==> config.mk <==
export PLATFORM = sky130hd
export DESIGN_NAME = fpga_mmio_responder_flat
export DESIGN_NICKNAME = d
export VERILOG_FILES = /design/src/rtl/fpga_mmio_responder_pkg.sv /design/src/rtl/fpga_mmio_responder_if.sv /design/src/rtl/fpga_mmio_responder_addr_decode.sv /design/src/rtl/fpga_mmio_responder.sv /design/src/flat_wrapper.sv
export SDC_FILE = /design/constraint.sdc
export NUM_CORES = 1
export LEC_CHECK = 0
export CORE_MARGIN = 3
export CORE_UTILIZATION = 27
export CTS_CLUSTER_SIZE = 14
export DETAILED_ROUTE_END_ITERATION = 6
export RECOVER_POWER = 25
export SLEW_MARGIN = 5
export SYNTH_ARGS = -nofsm -noshare
export SYNTH_HDL_FRONTEND = slang
export SYNTH_SLANG_ARGS = --single-unit
export TNS_END_PERCENT = 20
==> constraint.sdc <==
create_clock -name clk -period 4.3 [get_ports clk]
set_clock_uncertainty 0.2 [all_clocks]
set_input_delay 0.645 -clock clk [delete_from_list [all_inputs] [get_ports clk]]
set_output_delay 0.645 -clock clk [all_outputs]
set_load 0.01 [all_outputs]
==> src/rtl/fpga_mmio_responder_pkg.sv <==
// Shared definitions for the calculator MMIO responder: FSM states, default
// register addresses, select-vector layout and the completion magic word.
// Optional feature macro used by the responder: MMIO_STATUS_EN.
package fpga_mmio_pkg;

  typedef enum logic [1:0] {
    ST_IDLE    = 2'd0,
    ST_COMPUTE = 2'd1,
    ST_DONE    = 2'd2,
    ST_READOUT = 2'd3
  } state_t;

  localparam logic [31:0] DEF_ADDR_NUM1   = 32'd220;
  localparam logic [31:0] DEF_ADDR_NUM2   = 32'd240;
  localparam logic [31:0] DEF_ADDR_OPSEL  = 32'd260;
  localparam logic [31:0] DEF_ADDR_RESULT = 32'd280;
  localparam logic [31:0] DEF_ADDR_STATUS = 32'd300;
  localparam logic [31:0] DEF_ADDR_IDLE   = 32'd320;

  localparam logic [31:0] DONE_MAGIC = 32'hFFFF_FFFF;

  // One-hot register select layout produced by mmio_addr_decode
  localparam int SEL_W      = 6;
  localparam int SEL_NUM1   = 0;
  localparam int SEL_NUM2   = 1;
  localparam int SEL_OPSEL  = 2;
  localparam int SEL_RESULT = 3;
  localparam int SEL_STATUS = 4;
  localparam int SEL_IDLE   = 5;

endpackage

==> src/rtl/fpga_mmio_responder_if.sv <==
// Bus bundle between the FPGA front-end, the CPU data port and the responder.
// slave: the responder side; master: the front-end/CPU (or bench) side.
// Latency and backpressure are owned by the responder; this is wiring only.
interface fpga_mmio_responder_if;
  logic        fpga_en;
  logic        fpga_write;
  logic [31:0] fpga_addr;
  logic [31:0] fpga_wdata;
  logic [31:0] fpga_rdata;
  logic        fpga_ack;
  logic        cpu_en;
  logic        cpu_read;
  logic        cpu_write;
  logic [31:0] cpu_addr;
  logic [31:0] cpu_wdata;
  logic [31:0] cpu_rdata;
  logic        cpu_ack;
  logic [31:0] done_word;

  modport slave (
    input  fpga_en, fpga_write, fpga_addr, fpga_wdata,
    input  cpu_en, cpu_read, cpu_write, cpu_addr, cpu_wdata,
    output fpga_rdata, fpga_ack, cpu_rdata, cpu_ack, done_word
  );

  modport master (
    output fpga_en, fpga_write, fpga_addr, fpga_wdata,
    output cpu_en, cpu_read, cpu_write, cpu_addr, cpu_wdata,
    input  fpga_rdata, fpga_ack, cpu_rdata, cpu_ack, done_word
  );
endinterface

==> src/rtl/fpga_mmio_responder_addr_decode.sv <==
// Exact-match byte address to one-hot register select; one copy per port.
// Latency: purely combinational.
// Backpressure: none; unmatched addresses yield an all-zero select.
module mmio_addr_decode
  import fpga_mmio_pkg::*;
#(
  parameter logic [31:0] ADDR_NUM1   = DEF_ADDR_NUM1,
  parameter logic [31:0] ADDR_NUM2   = DEF_ADDR_NUM2,
  parameter logic [31:0] ADDR_OPSEL  = DEF_ADDR_OPSEL,
  parameter logic [31:0] ADDR_RESULT = DEF_ADDR_RESULT,
  parameter logic [31:0] ADDR_STATUS = DEF_ADDR_STATUS,
  parameter logic [31:0] ADDR_IDLE   = DEF_ADDR_IDLE
) (
  input  logic [31:0]      i_addr,
  output logic [SEL_W-1:0] o_sel
);

  // Compare the address against every mapped register
  always_comb begin
    o_sel             = '0;
    o_sel[SEL_NUM1]   = (i_addr == ADDR_NUM1);
    o_sel[SEL_NUM2]   = (i_addr == ADDR_NUM2);
    o_sel[SEL_OPSEL]  = (i_addr == ADDR_OPSEL);
    o_sel[SEL_RESULT] = (i_addr == ADDR_RESULT);
    o_sel[SEL_STATUS] = (i_addr == ADDR_STATUS);
    o_sel[SEL_IDLE]   = (i_addr == ADDR_IDLE);
  end

endmodule

==> src/rtl/fpga_mmio_responder.sv <==
// Calculator MMIO register block: operands in from the front-end, result in from the CPU, done word out.
// Latency: 1 cycle request->ack/rdata on both ports; done_word registered off the state.
// Backpressure: none, every sampled request is acked next cycle (CPU only outside IDLE). Feature: MMIO_STATUS_EN.
module fpga_mmio_responder
  import fpga_mmio_pkg::*;
#(
  parameter logic [31:0] ADDR_NUM1   = DEF_ADDR_NUM1,
  parameter logic [31:0] ADDR_NUM2   = DEF_ADDR_NUM2,
  parameter logic [31:0] ADDR_OPSEL  = DEF_ADDR_OPSEL,
  parameter logic [31:0] ADDR_RESULT = DEF_ADDR_RESULT,
  parameter logic [31:0] ADDR_IDLE   = DEF_ADDR_IDLE,
  parameter logic [31:0] ADDR_STATUS = DEF_ADDR_STATUS
) (
  input  logic                   clk,
  input  logic                   nrst,
  fpga_mmio_responder_if.slave   bus
);

  state_t      r_state;
  logic [31:0] r_num1, r_num2, r_opsel, r_result;
  logic [31:0] r_fpga_rdata, r_cpu_rdata, r_done_word;
  logic        r_fpga_ack, r_cpu_ack;

  logic [SEL_W-1:0] w_fsel, w_csel;
  logic [31:0]      w_fread, w_cread, w_status;
  logic             w_frd, w_fwr, w_cacc, w_crd, w_complete;

  mmio_addr_decode #(
    .ADDR_NUM1(ADDR_NUM1), .ADDR_NUM2(ADDR_NUM2), .ADDR_OPSEL(ADDR_OPSEL),
    .ADDR_RESULT(ADDR_RESULT), .ADDR_STATUS(ADDR_STATUS), .ADDR_IDLE(ADDR_IDLE)
  ) u_fpga_dec (
    .i_addr (bus.fpga_addr),
    .o_sel  (w_fsel)
  );

  mmio_addr_decode #(
    .ADDR_NUM1(ADDR_NUM1), .ADDR_NUM2(ADDR_NUM2), .ADDR_OPSEL(ADDR_OPSEL),
    .ADDR_RESULT(ADDR_RESULT), .ADDR_STATUS(ADDR_STATUS), .ADDR_IDLE(ADDR_IDLE)
  ) u_cpu_dec (
    .i_addr (bus.cpu_addr),
    .o_sel  (w_csel)
  );

  // Both ports share the same read view; the sink address always reads zero
  function automatic logic [31:0] f_rd_mux(input logic [SEL_W-1:0] sel);
    logic [31:0] v;
    v = '0;
    if (!sel[SEL_IDLE]) begin
      v = ({32{sel[SEL_NUM1]}}   & r_num1)   |
          ({32{sel[SEL_NUM2]}}   & r_num2)   |
          ({32{sel[SEL_OPSEL]}}  & r_opsel)  |
          ({32{sel[SEL_RESULT]}} & r_result) |
          ({32{sel[SEL_STATUS]}} & w_status);
    end
    return v;
  endfunction

  assign w_fread = f_rd_mux(w_fsel);
  assign w_cread = f_rd_mux(w_csel);

  assign w_frd = bus.fpga_en & ~bus.fpga_write;
  assign w_fwr = bus.fpga_en &  bus.fpga_write;
  // CPU port is dead while the front-end owns the registers
  assign w_cacc = (r_state != ST_IDLE) & (bus.cpu_read | bus.cpu_write);
  assign w_crd  = bus.cpu_read & ~bus.cpu_write;
  assign w_complete = (r_state == ST_COMPUTE) & bus.cpu_en & bus.cpu_write & w_csel[SEL_RESULT];

`ifdef MMIO_STATUS_EN
  logic [7:0] r_op_count;

  assign w_status = {16'b0, r_op_count, 6'b0, r_state};

  // Count completed runs; wraps naturally at 8 bits
  always_ff @(posedge clk or negedge nrst) begin
    if (!nrst) begin
      r_op_count <= '0;
    end else if (w_complete) begin
      r_op_count <= r_op_count + 8'd1;
    end
  end
`else
  assign w_status = '0;
`endif

  // Control FSM plus all registered register-file state and port outputs
  always_ff @(posedge clk or negedge nrst) begin
    if (!nrst) begin
      r_state      <= ST_IDLE;
      r_num1       <= '0;
      r_num2       <= '0;
      r_opsel      <= '0;
      r_result     <= '0;
      r_fpga_rdata <= '0;
      r_fpga_ack   <= 1'b0;
      r_cpu_rdata  <= '0;
      r_cpu_ack    <= 1'b0;
      r_done_word  <= '0;
    end else begin
      r_fpga_ack <= bus.fpga_en;
      if (w_frd) r_fpga_rdata <= w_fread;
      r_cpu_ack <= w_cacc;
      if (w_cacc && w_crd) r_cpu_rdata <= w_cread;

      case (r_state)
        ST_IDLE: begin
          if (w_fwr) begin
            if (w_fsel[SEL_NUM1])  r_num1  <= bus.fpga_wdata;
            if (w_fsel[SEL_NUM2])  r_num2  <= bus.fpga_wdata;
            if (w_fsel[SEL_OPSEL]) r_opsel <= bus.fpga_wdata;
          end
          if (bus.cpu_en) r_state <= ST_COMPUTE;
        end
        ST_COMPUTE: begin
          // An aborted run wins over a same-cycle result store
          if (!bus.cpu_en) begin
            r_state <= ST_IDLE;
          end else if (w_complete) begin
            r_result    <= bus.cpu_wdata;
            r_state     <= ST_DONE;
            r_done_word <= DONE_MAGIC;
          end
        end
        ST_DONE: begin
          if (w_frd && w_fsel[SEL_RESULT]) begin
            r_state     <= ST_READOUT;
            r_done_word <= '0;
          end
        end
        ST_READOUT: begin
          if (w_fwr && w_fsel[SEL_NUM1]) begin
            r_num1  <= bus.fpga_wdata;
            r_state <= ST_IDLE;
          end
        end
        default: r_state <= ST_IDLE;
      endcase
    end
  end

  assign bus.fpga_rdata = r_fpga_rdata;
  assign bus.fpga_ack   = r_fpga_ack;
  assign bus.cpu_rdata  = r_cpu_rdata;
  assign bus.cpu_ack    = r_cpu_ack;
  assign bus.done_word  = r_done_word;

endmodule

==> src/flat_wrapper.sv <==
// flat-port wrapper written by rule: the top's interface ports become plain ports
module fpga_mmio_responder_flat import fpga_mmio_pkg::*;
#(
  parameter logic [31:0] ADDR_NUM1   = DEF_ADDR_NUM1,
  parameter logic [31:0] ADDR_NUM2   = DEF_ADDR_NUM2,
  parameter logic [31:0] ADDR_OPSEL  = DEF_ADDR_OPSEL,
  parameter logic [31:0] ADDR_RESULT = DEF_ADDR_RESULT,
  parameter logic [31:0] ADDR_IDLE   = DEF_ADDR_IDLE,
  parameter logic [31:0] ADDR_STATUS = DEF_ADDR_STATUS
)
  (clk, nrst, bus_fpga_en, bus_fpga_write, bus_fpga_addr, bus_fpga_wdata, bus_cpu_en, bus_cpu_read, bus_cpu_write, bus_cpu_addr, bus_cpu_wdata, bus_fpga_rdata, bus_fpga_ack, bus_cpu_rdata, bus_cpu_ack, bus_done_word);
  fpga_mmio_responder_if bus_i ();
  input  logic clk;
  input  logic nrst;
  input wire logic [$bits(bus_i.fpga_en)-1:0] bus_fpga_en;
  input wire logic [$bits(bus_i.fpga_write)-1:0] bus_fpga_write;
  input wire logic [$bits(bus_i.fpga_addr)-1:0] bus_fpga_addr;
  input wire logic [$bits(bus_i.fpga_wdata)-1:0] bus_fpga_wdata;
  input wire logic [$bits(bus_i.cpu_en)-1:0] bus_cpu_en;
  input wire logic [$bits(bus_i.cpu_read)-1:0] bus_cpu_read;
  input wire logic [$bits(bus_i.cpu_write)-1:0] bus_cpu_write;
  input wire logic [$bits(bus_i.cpu_addr)-1:0] bus_cpu_addr;
  input wire logic [$bits(bus_i.cpu_wdata)-1:0] bus_cpu_wdata;
  output wire logic [$bits(bus_i.fpga_rdata)-1:0] bus_fpga_rdata;
  output wire logic [$bits(bus_i.fpga_ack)-1:0] bus_fpga_ack;
  output wire logic [$bits(bus_i.cpu_rdata)-1:0] bus_cpu_rdata;
  output wire logic [$bits(bus_i.cpu_ack)-1:0] bus_cpu_ack;
  output wire logic [$bits(bus_i.done_word)-1:0] bus_done_word;
  assign bus_i.fpga_en = bus_fpga_en;
  assign bus_i.fpga_write = bus_fpga_write;
  assign bus_i.fpga_addr = bus_fpga_addr;
  assign bus_i.fpga_wdata = bus_fpga_wdata;
  assign bus_i.cpu_en = bus_cpu_en;
  assign bus_i.cpu_read = bus_cpu_read;
  assign bus_i.cpu_write = bus_cpu_write;
  assign bus_i.cpu_addr = bus_cpu_addr;
  assign bus_i.cpu_wdata = bus_cpu_wdata;
  assign bus_fpga_rdata = bus_i.fpga_rdata;
  assign bus_fpga_ack = bus_i.fpga_ack;
  assign bus_cpu_rdata = bus_i.cpu_rdata;
  assign bus_cpu_ack = bus_i.cpu_ack;
  assign bus_done_word = bus_i.done_word;
  fpga_mmio_responder #(.ADDR_NUM1(ADDR_NUM1), .ADDR_NUM2(ADDR_NUM2), .ADDR_OPSEL(ADDR_OPSEL), .ADDR_RESULT(ADDR_RESULT), .ADDR_IDLE(ADDR_IDLE), .ADDR_STATUS(ADDR_STATUS)) u_core (.clk(clk), .nrst(nrst), .bus(bus_i));
endmodule
[After elaboration in Yosys (flattened, before gate mapping)]
Index checks and enable logic that the tools add are counted.
W data, S select, Z words.
Storage, ports and cells
  bits in registers: 228
  output and inout port bits: 98
  logic and storage cells: 84
Cells by class
  eq/ne operators: 21
  mux-type cells: 16
  bitwise logic cells: 24
  reductions and logical operators: 13
Operators with widths (number)
  $and A32 B32 Y32: 8
  $mux W32: 8
  $eq A32 B9 Y1 const B: 6
  $or A32 B32 Y32: 6
  $eq A32 B8 Y1 const B: 4
  $pmux W32 S2: 2
  $reduce_and A4 Y1: 3
  $mux W2: 5
  $ne A2 B1 Y1 const B: 5
  $reduce_and A3 Y1: 3
  $pmux W2 S4: 1
  $and A1 B1 Y1: 7
  $reduce_bool A2 Y1: 3
  $eq A2 B2 Y1 const B: 2
  $ne A2 B2 Y1 const B: 2
  $logic_and A1 B1 Y1: 3
  $ne A3 B2 Y1 const B: 1
  $eq A2 B1 Y1 const B: 1
  $logic_not A2 Y1: 1
  $not A1 Y1: 2
  $or A1 B1 Y1: 1

[Logic depth before layout (Yosys ltp)]
Gate-level depths: netlist of the first run.
  word-level depth: 7
  mapped depth: 7

[By module]
Synthesis of the first run repeated with hierarchy kept, for this count alone.
Unflattened totals
  cells, all modules: 714
  area, all modules: 9287.7 um^2
Modules (own cells, without submodules)
  fpga_mmio_responder: times used 1, cells an instance 662, area each 8927.3 um^2, sequential area each 4929.7 um^2
  mmio_addr_decode: times used 2, cells an instance 26, area each 180.2 um^2, sequential area each 0.0 um^2

[Least setup slack after synthesis of the first run]
Ideal clock, no wire load.
  path type: input to register
  start point: input bus_fpga_addr[13]
  end point: register u_core.r_num1[10]
  library setup time: 0.127 ns
  arrival time: 2.497 ns
  setup slack: 1.476 ns
  stages: 6
  buffers on the path: 1
  path through: nor4_2 nand2_1 or4_1 a2111oi_4 buf_6 mux2_1
On the way
  cells in the longest elaborated chain, start to end: 4
  elaborated cells between the ends (all ways): 5
RTL lines
  start: declaration: line flat_wrapper.sv:17  | input wire logic [$bits(bus_i.fpga_addr)-1:0] bus_fpga_addr;
  $eq A32 B8 Y1 (*): line fpga_mmio_responder_addr_decode.sv:21  | o_sel[SEL_NUM1] = (i_addr == ADDR_NUM1);
  $logic_and A1 B1 Y1: line fpga_mmio_responder.sv:130  | if (w_fwr && w_fsel[SEL_NUM1]) begin
  $ne A2 B1 Y1 (no line)
  $reduce_and A4 Y1 (no line) (*)
  end signal: assignment: line fpga_mmio_responder.sv:107  | if (w_fsel[SEL_NUM1]) r_num1 <= bus.fpga_wdata;
  end signal: assignment: line fpga_mmio_responder.sv:131  | r_num1 <= bus.fpga_wdata;
  end: declaration: line fpga_mmio_responder.sv:20  | logic [31:0] r_num1, r_num2, r_opsel, r_result;
Every way passes the cells marked *; elsewhere a longest branch is shown, timed or not.
A chain may end at the register's enable or synchronous reset.

[Worst setup path after layout of the first run]
  start point: input bus_cpu_addr[13]
  end point: register u_core.r_cpu_rdata[25] (netlist: u_core.bus.cpu_rdata[25])
On the way
  cells in the longest elaborated chain, start to end: 6
  elaborated cells between the ends (all ways): 13
RTL lines
  start: declaration: line flat_wrapper.sv:22  | input wire logic [$bits(bus_i.cpu_addr)-1:0] bus_cpu_addr;
  $eq A32 B8 Y1 (on tied branches): line fpga_mmio_responder_addr_decode.sv:21, fpga_mmio_responder_addr_decode.sv:22
  $and A32 B32 Y32 (on tied branches): line fpga_mmio_responder.sv:49, fpga_mmio_responder.sv:50
  $or A32 B32 Y32: line fpga_mmio_responder.sv:49  | v = ({32{sel[SEL_NUM1]}} & r_num1) |
  $or A32 B32 Y32: line fpga_mmio_responder.sv:50  | ({32{sel[SEL_NUM2]}} & r_num2) |
  $or A32 B32 Y32: line fpga_mmio_responder.sv:51  | ({32{sel[SEL_OPSEL]}} & r_opsel) |
  $mux W32 (*): line fpga_mmio_responder.sv:48  | if (!sel[SEL_IDLE]) begin
  end signal: assignment: line fpga_mmio_responder.sv:102  | if (w_cacc && w_crd) r_cpu_rdata <= w_cread;
  end: declaration: line fpga_mmio_responder.sv:21  | logic [31:0] r_fpga_rdata, r_cpu_rdata, r_done_word;
Marked as above.

==> flow_summary.ini, run 1 <==
[clocking]
path_clk_slew_ns = 0.07
cts_setup_buffers = 0
cts_root_buf = clkbuf_16
cts_tree = built
cts_max_path_buffers = 2
post_cts_resized = 0
hold_buffers = 0
clock_sinks = 197
cts_htree_levels = 4
clock_latency_ns = 0.43
cts_buffers = 17

[logic_synthesis]
synth-simple-area-share_pct = 9.71
synth_async_sr_flop_share_pct = 100
synth_top_cell_by_area = dfrtp_1
netlist_top_cells_area = dfrtp_1 52%, mux2_2 11%, mux2_1 4.3%
synth_top_family_by_area = compound AO/OA/AOI/OAI gates
synth-edff-count = 0
synth.avg_cell_area_sq_um = 11.4
synth_top_area_share_pct = 52.3
synth-xor-area-share_pct = 0
synthDistinctLibCells = 50
ys_seq_area_share_pct = 52.3
synth_fa_ha_area_share_pct = 0
yosysMostFrequentCell = dfrtp_1
synth_seq_cells = 197
synth_flop_cell = dfrtp_1
synthTopCellsByCount = 197 x dfrtp_1, 92 x mux2_2, 58 x o21ai_0, 54 x clkbuf_1, 51 x a21oi_1
synthMuxAreaShare_pct = 15.3
post_synth_instance_area_sq_um = 9430
syn_inst = 829
synth-compound-area-share_pct = 16.9
synth_fp_nets = 964
yosysWarningCount = 0

[place]
place_congestion = 0.783
dp.cells = 1443
io_buffers = 232
hpwl_um = 22700
place_area_sq_um = 12200

[final_layout]
nets = 1149
fin_area_sq_um = 12700
final_util_pct = 37.5
layout-drive-gt1-share_pct = 17.4
fill_cells = 3371
area_growth_syn_to_layout_pct = 35.0
final-seq-area_sq_um = 4930
fin_cells = 1478
multi_input_area_sq_um = 4030

[hold_path]
whs_path_depth = 2
min_to = u_core.bus.fpga_rdata[0]
hold_start = u_core.bus.fpga_rdata[0]
hp-class = reg2reg

[floorplanning]
chipHeight_um = 193
row_count = 67
ios = 233
core_area_sq_um = 34000
start_util_pct = 27.8
dieWidth_um = 193
dieArea_sq_um = 37200

[grt]
grt_max_degree = 107
grt_pass1_vias = 7908
grt_first_pass_wirelength_um = 49200
antenna_found_initial = 3
track_usage_pct = 17.7
grt-ovfl-total = 0

[worst_setup_path]
reg2reg_depth = 6
slowest_delay_ns = 0.67
cpMaxStageDelayCell = nor4_1
rr_endpoint = u_core.bus.cpu_rdata[25]
setup.worst_path.start = bus_cpu_addr[13]
path_max_fanout = 22
crit_type = in2reg
arrival_ns = 3.22
worstPathCellList = clkdlybuf4s50_1, nor4_1, nand4_1, o21ai_2, buf_4, o21ai_0
required_ns = 4.40
regToRegSetupSlack_ns = 1.76
critPathLaunchType = input pin
cp-end-kind = flop

[power_and_ir_drop]
cellPowerDensity_nw_per_um2 = 292
peakVddDrop_mv = 0.237
p_total_uw = 3710
p_leak_uw = 0.00523

[route]
drt_wl_total_um = 33700
via_count = 8009
drc_errors = 0
antenna_left = 0
routedWlPerCell_um = 22.8
dr.pass1.iters = 7
drtIter0Drc = 748
via_per_inst = 5.42

[status]
violations = max-capacitance violations, max-slew violations
status = finished with violations

[timing]
setup_viol = 0
period_share_pct = 72.7
relSlewSlack_pct = -85.4
tightest_slew_ns = 2.78
slew_violations = 106
clock.fmax_mhz = 320
rsz0062_at_grt = no
fin_tns_setup_ns = 0
layout_min_cycle_time_ns = 3.12
finalHoldViolCount = 0

[run]
drv_cap = 1
[worst max-delay path, delay by kind of cell]
family | cells | cell delay [ns]
simple gates | 2 | 0.98
buf+inv | 2 | 0.83
compound gates | 2 | 0.76
[how the worst max path moves through the flow]
stage                                    end  slack [ns]  depth (start not counted)
finish              u_core.bus.cpu_rdata[25]        1.18                          6
global route               u_core.r_num2[22]        0.93                          1
CTS                  u_core.bus.cpu_rdata[6]        1.26                          6
detailed placement   u_core.bus.cpu_rdata[6]        0.81                          6
global placement    u_core.bus.cpu_rdata[29]        0.81                          6
floorplan                  u_core.r_num1[10]        1.48                          6
[metrics by stage]
stage	hold slack [ns]	setup slack, ns
global placement	0.268	0.806
CTS	0.147	1.26
finish	0.284	1.18
detailed placement	0.274	0.805
floorplan	0.149	1.48
global route	0.304	0.933
[kinds of logic after synthesis]
| logic type | count (synthesis) |
|---|---|
| AND/OR/NAND/NOR | 167 |
| buffers and inverters | 104 |
| AO/OA/AOI/OAI | 233 |
| multiplexers | 128 |
| flip-flops | 197 |
[cell type report]
class	count	share of cell area [%]
Antenna cell	3	0.0590
Clock buffer	17	3.34
Clock inverter	15	1.24
Inverter	4	0.118
Multi-Input combinational cell	528	31.6
Sequential cell	197	38.7
Tap cell	448	4.40
Timing Repair Buffer	266	20.5
[state kept, by name, summed over array words and instances, names as in the netlist, 32 cells and up, named ones only]
| name | count |
|---|---|
| u_core.bus.cpu_rdata | 32 |
| u_core.r_num2 | 32 |
| u_core.r_opsel | 32 |
| u_core.r_result | 32 |
| u_core.r_num1 | 32 |
| u_core.bus.fpga_rdata | 32 |
[per-layer routing]
layer,up-vias,track usage (%),wire length [um]
met4,2,5.90,688
met1,4014,23.7,14500
li1,3500,-,-
met2,433,28.1,15600
met3,60,4.29,2880
met5,-,0,20
[report_power, final]
group	total (uW)	switching [uW]	internal [uW]
Combinational	253	127	126
Sequential	1850	0.788	1850
Clock	1610	780	827
[placed cells by master (no fill, tap or decap), types with 13 or more instances in the layout]
| cell type | synthesis | final |
|---|---|---|
| mux2_1 | 36 | 36 |
| clkdlybuf4s50_1 | 0 | 230 |
| buf_4 | 34 | 31 |
| a222oi_1 | 13 | 13 |
| nand4_1 | 22 | 22 |
| a22oi_1 | 32 | 32 |
| nand2_1 | 42 | 41 |
| nand3_1 | 23 | 23 |
| o21ai_0 | 58 | 57 |
| a21oi_1 | 51 | 51 |
| mux2_2 | 92 | 92 |
| nor2_1 | 35 | 34 |
| a22o_1 | 13 | 13 |
| a32oi_1 | 32 | 32 |
| dfrtp_1 | 197 | 197 |
| a221oi_1 | 19 | 19 |
| clkbuf_16 | 0 | 17 |
(Power assumes the default switching activity.)
==> inputs of run 2 (changes only) <==
==> constraint.sdc (replaced) <==
create_clock -name clk -period 2.5 [get_ports clk]
set_clock_uncertainty 0.2 [all_clocks]
set_input_delay 0.375 -clock clk [delete_from_list [all_inputs] [get_ports clk]]
set_output_delay 0.375 -clock clk [all_outputs]
set_load 0.01 [all_outputs]
==> run 2 against run 1 <==
Net effect:
- the flow now finishes without violations
- register-to-register slack got worse by 1.5 ns
- core utilization up 2.8 points
- first-iteration DRC count decreased by 6.8%
- global-route usage increased by 0.99 points
- die area unchanged
- clock power increased by 82%
- total power rose by 78%
- via count is 3.2% higher
- final cell count grew 4.2%
- critical path depth up 4
- sequential share of layout area decreased by 2.7 points
- critical endpoint is now u_core.r_opsel[24]
==> flow_summary.ini, run 2 (synthesis gave the netlist of run 1 again) <==
[final_layout]
final_util_pct = 40.3
nets = 1214
antenna_cells = 0
fin_area_sq_um = 13700
layout_common_cells = 216 x clkdlybuf4s50_1, 197 x dfrtp_1, 86 x mux2_2
final-seq-area_sq_um = 4930
fill_cells = 3246
layout-drive-gt1-share_pct = 25.5
area_growth_syn_to_layout_pct = 45.0
final_common_cell = clkdlybuf4s50_1
multi_input_area_sq_um = 4200

[clocking]
cts_htree_levels = 4
cts_buffers = 17
cts_tree = built
clock_latency_ns = 0.44
cts_max_path_buffers = 2
cts_root_buf = clkbuf_16
clock_sinks = 197
path_clk_slew_ns = 0.08

[grt]
grt_first_pass_wirelength_um = 51900
grt-ovfl-total = 0
grt_max_degree = 77
antenna_found_initial = 1
grt_pass1_vias = 8405
track_usage_pct = 18.7

[timing]
relSlewSlack_pct = 12.9
period_share_pct = 99.0
rsz0062_at_grt = yes
setup_viol = 0
slew_violations = 0
tightest_slew_ns = 1.31
clock.fmax_mhz = 404
layout_min_cycle_time_ns = 2.48
finalHoldViolCount = 0

[power_and_ir_drop]
p_total_uw = 6600
p_leak_uw = 0.00571
cellPowerDensity_nw_per_um2 = 483
peakVddDrop_mv = 0.459

[floorplanning]
chipHeight_um = 193
row_count = 67
start_util_pct = 27.8
dieWidth_um = 193
dieArea_sq_um = 37200
ios = 233
core_area_sq_um = 34000

[worst_setup_path]
crit_type = in2reg
reg2reg_depth = 6
required_ns = 2.63
critPathLaunchType = input pin
r2r-start = u_core.r_state[0]
rr_endpoint = u_core.r_num1[16]
regToRegSetupSlack_ns = 0.28
cp-end-kind = flop
path_max_fanout = 8
arrival_ns = 2.61

[hold_path]
hp-class = reg2reg
hold_start = u_core.bus.fpga_rdata[22]
min_to = u_core.bus.fpga_rdata[22]
whs_path_depth = 2

[route]
via_count = 8262
routedWlPerCell_um = 22.8
antenna_left = 0
drtIter0Drc = 697
dr.pass1.iters = 7
drt_wl_total_um = 35100
drc_errors = 0
via_per_inst = 5.36

[place]
place_area_sq_um = 12600
hpwl_um = 23600
place_congestion = 0.802
io_buffers = 232

[status]
status = completed

[run]
drv_cap = 0
-- run 2: cell types whose count changed in the layout (fill, tap and decap cells not counted), moves of 4 or more --
cell,previous run,this run
nor4_1,9,5
buf_12,3,14
clkdlybuf4s50_1,230,216
buf_6,0,4
mux2_4,0,28
mux2_2,92,86
buf_8,0,4
dlygate4sd2_1,0,4
mux2_1,36,14
buf_4,31,71
dlymetal6s2s_1,0,4
-- run 2: cell type report --
type | count | area share, %
multi-input combinational | 528 | 30.7
tap | 448 | 4.10
timing repair buffer | 331 | 24.5
sequential | 197 | 36.0
inverter | 4 | 0.110
clock buffer | 17 | 3.11
clock inverter | 15 | 1.48
-- run 2: repair_timing --
action | 4_1_cts | 5_1_grt
gates cloned | 4 | 2
buffers inserted | 10 | 2
hold buffers | 1 | 0
hold endpoints to repair | 44 | 0
resized for setup | 60 | 30
endpoints found under the setup margin | 103 | 99
pin swaps | 8 | 6
-- run 2: worst max-delay path by stage --
stage,from,endpoint,slack (ns),cells after the start
final,bus_fpga_addr[21],u_core.r_opsel[24],0.02,10
after global routing,bus_fpga_addr[1],u_core.r_num1[22],-0.005,9
after CTS,bus_fpga_addr[1],u_core.r_num2[25],-0.02,8
after detailed placement,bus_fpga_addr[13],u_core.r_num1[0],-0.61,7
after global placement,bus_fpga_addr[13],u_core.r_opsel[26],-0.60,7
after floorplan,bus_fpga_addr[13],u_core.r_opsel[21],-0.03,6
-- run 2: through the flow --
step                instances  worst slack [ns]  hold WS, ns  setup TNS [ns]
global route             1540          -0.00475        0.311         -0.0112
finish                   1540            0.0250        0.288               0
global placement         1492            -0.602        0.164          -80.49
CTS                      1537           -0.0246        0.247          -0.226
floorplan                 829           -0.0344       -0.121          -0.947
detailed placement       1492            -0.615        0.165          -84.18
-- run 2: layer usage --
| metal | track usage, % | vias to the layer above | routed length (um) |
|---|---|---|---|
| met5 | 0 | - | 7 |
| met4 | 5.98 | 2 | 735 |
| met3 | 3.91 | 51 | 2610 |
| met2 | 30.1 | 389 | 16500 |
| met1 | 25.2 | 4179 | 15200 |
| li1 | - | 3641 | - |
-- run 2: critical path, stage by stage --
cell	delay, ns
clkdlybuf4s50_1	0.41
nor4_2	0.26
buf_4	0.16
nand4_1	0.08
buf_4	0.17
buf_4	0.14
nor4_4	0.26
buf_6	0.21
clkbuf_16	0.19
mux2_2	0.34
-- run 2: power breakdown --
| part | internal [uW] | switching [uW] | total, uW |
|---|---|---|---|
| sequential | 3190 | 1.66 | 3190 |
| combinational | 245 | 239 | 484 |
| clock | 1540 | 1390 | 2930 |
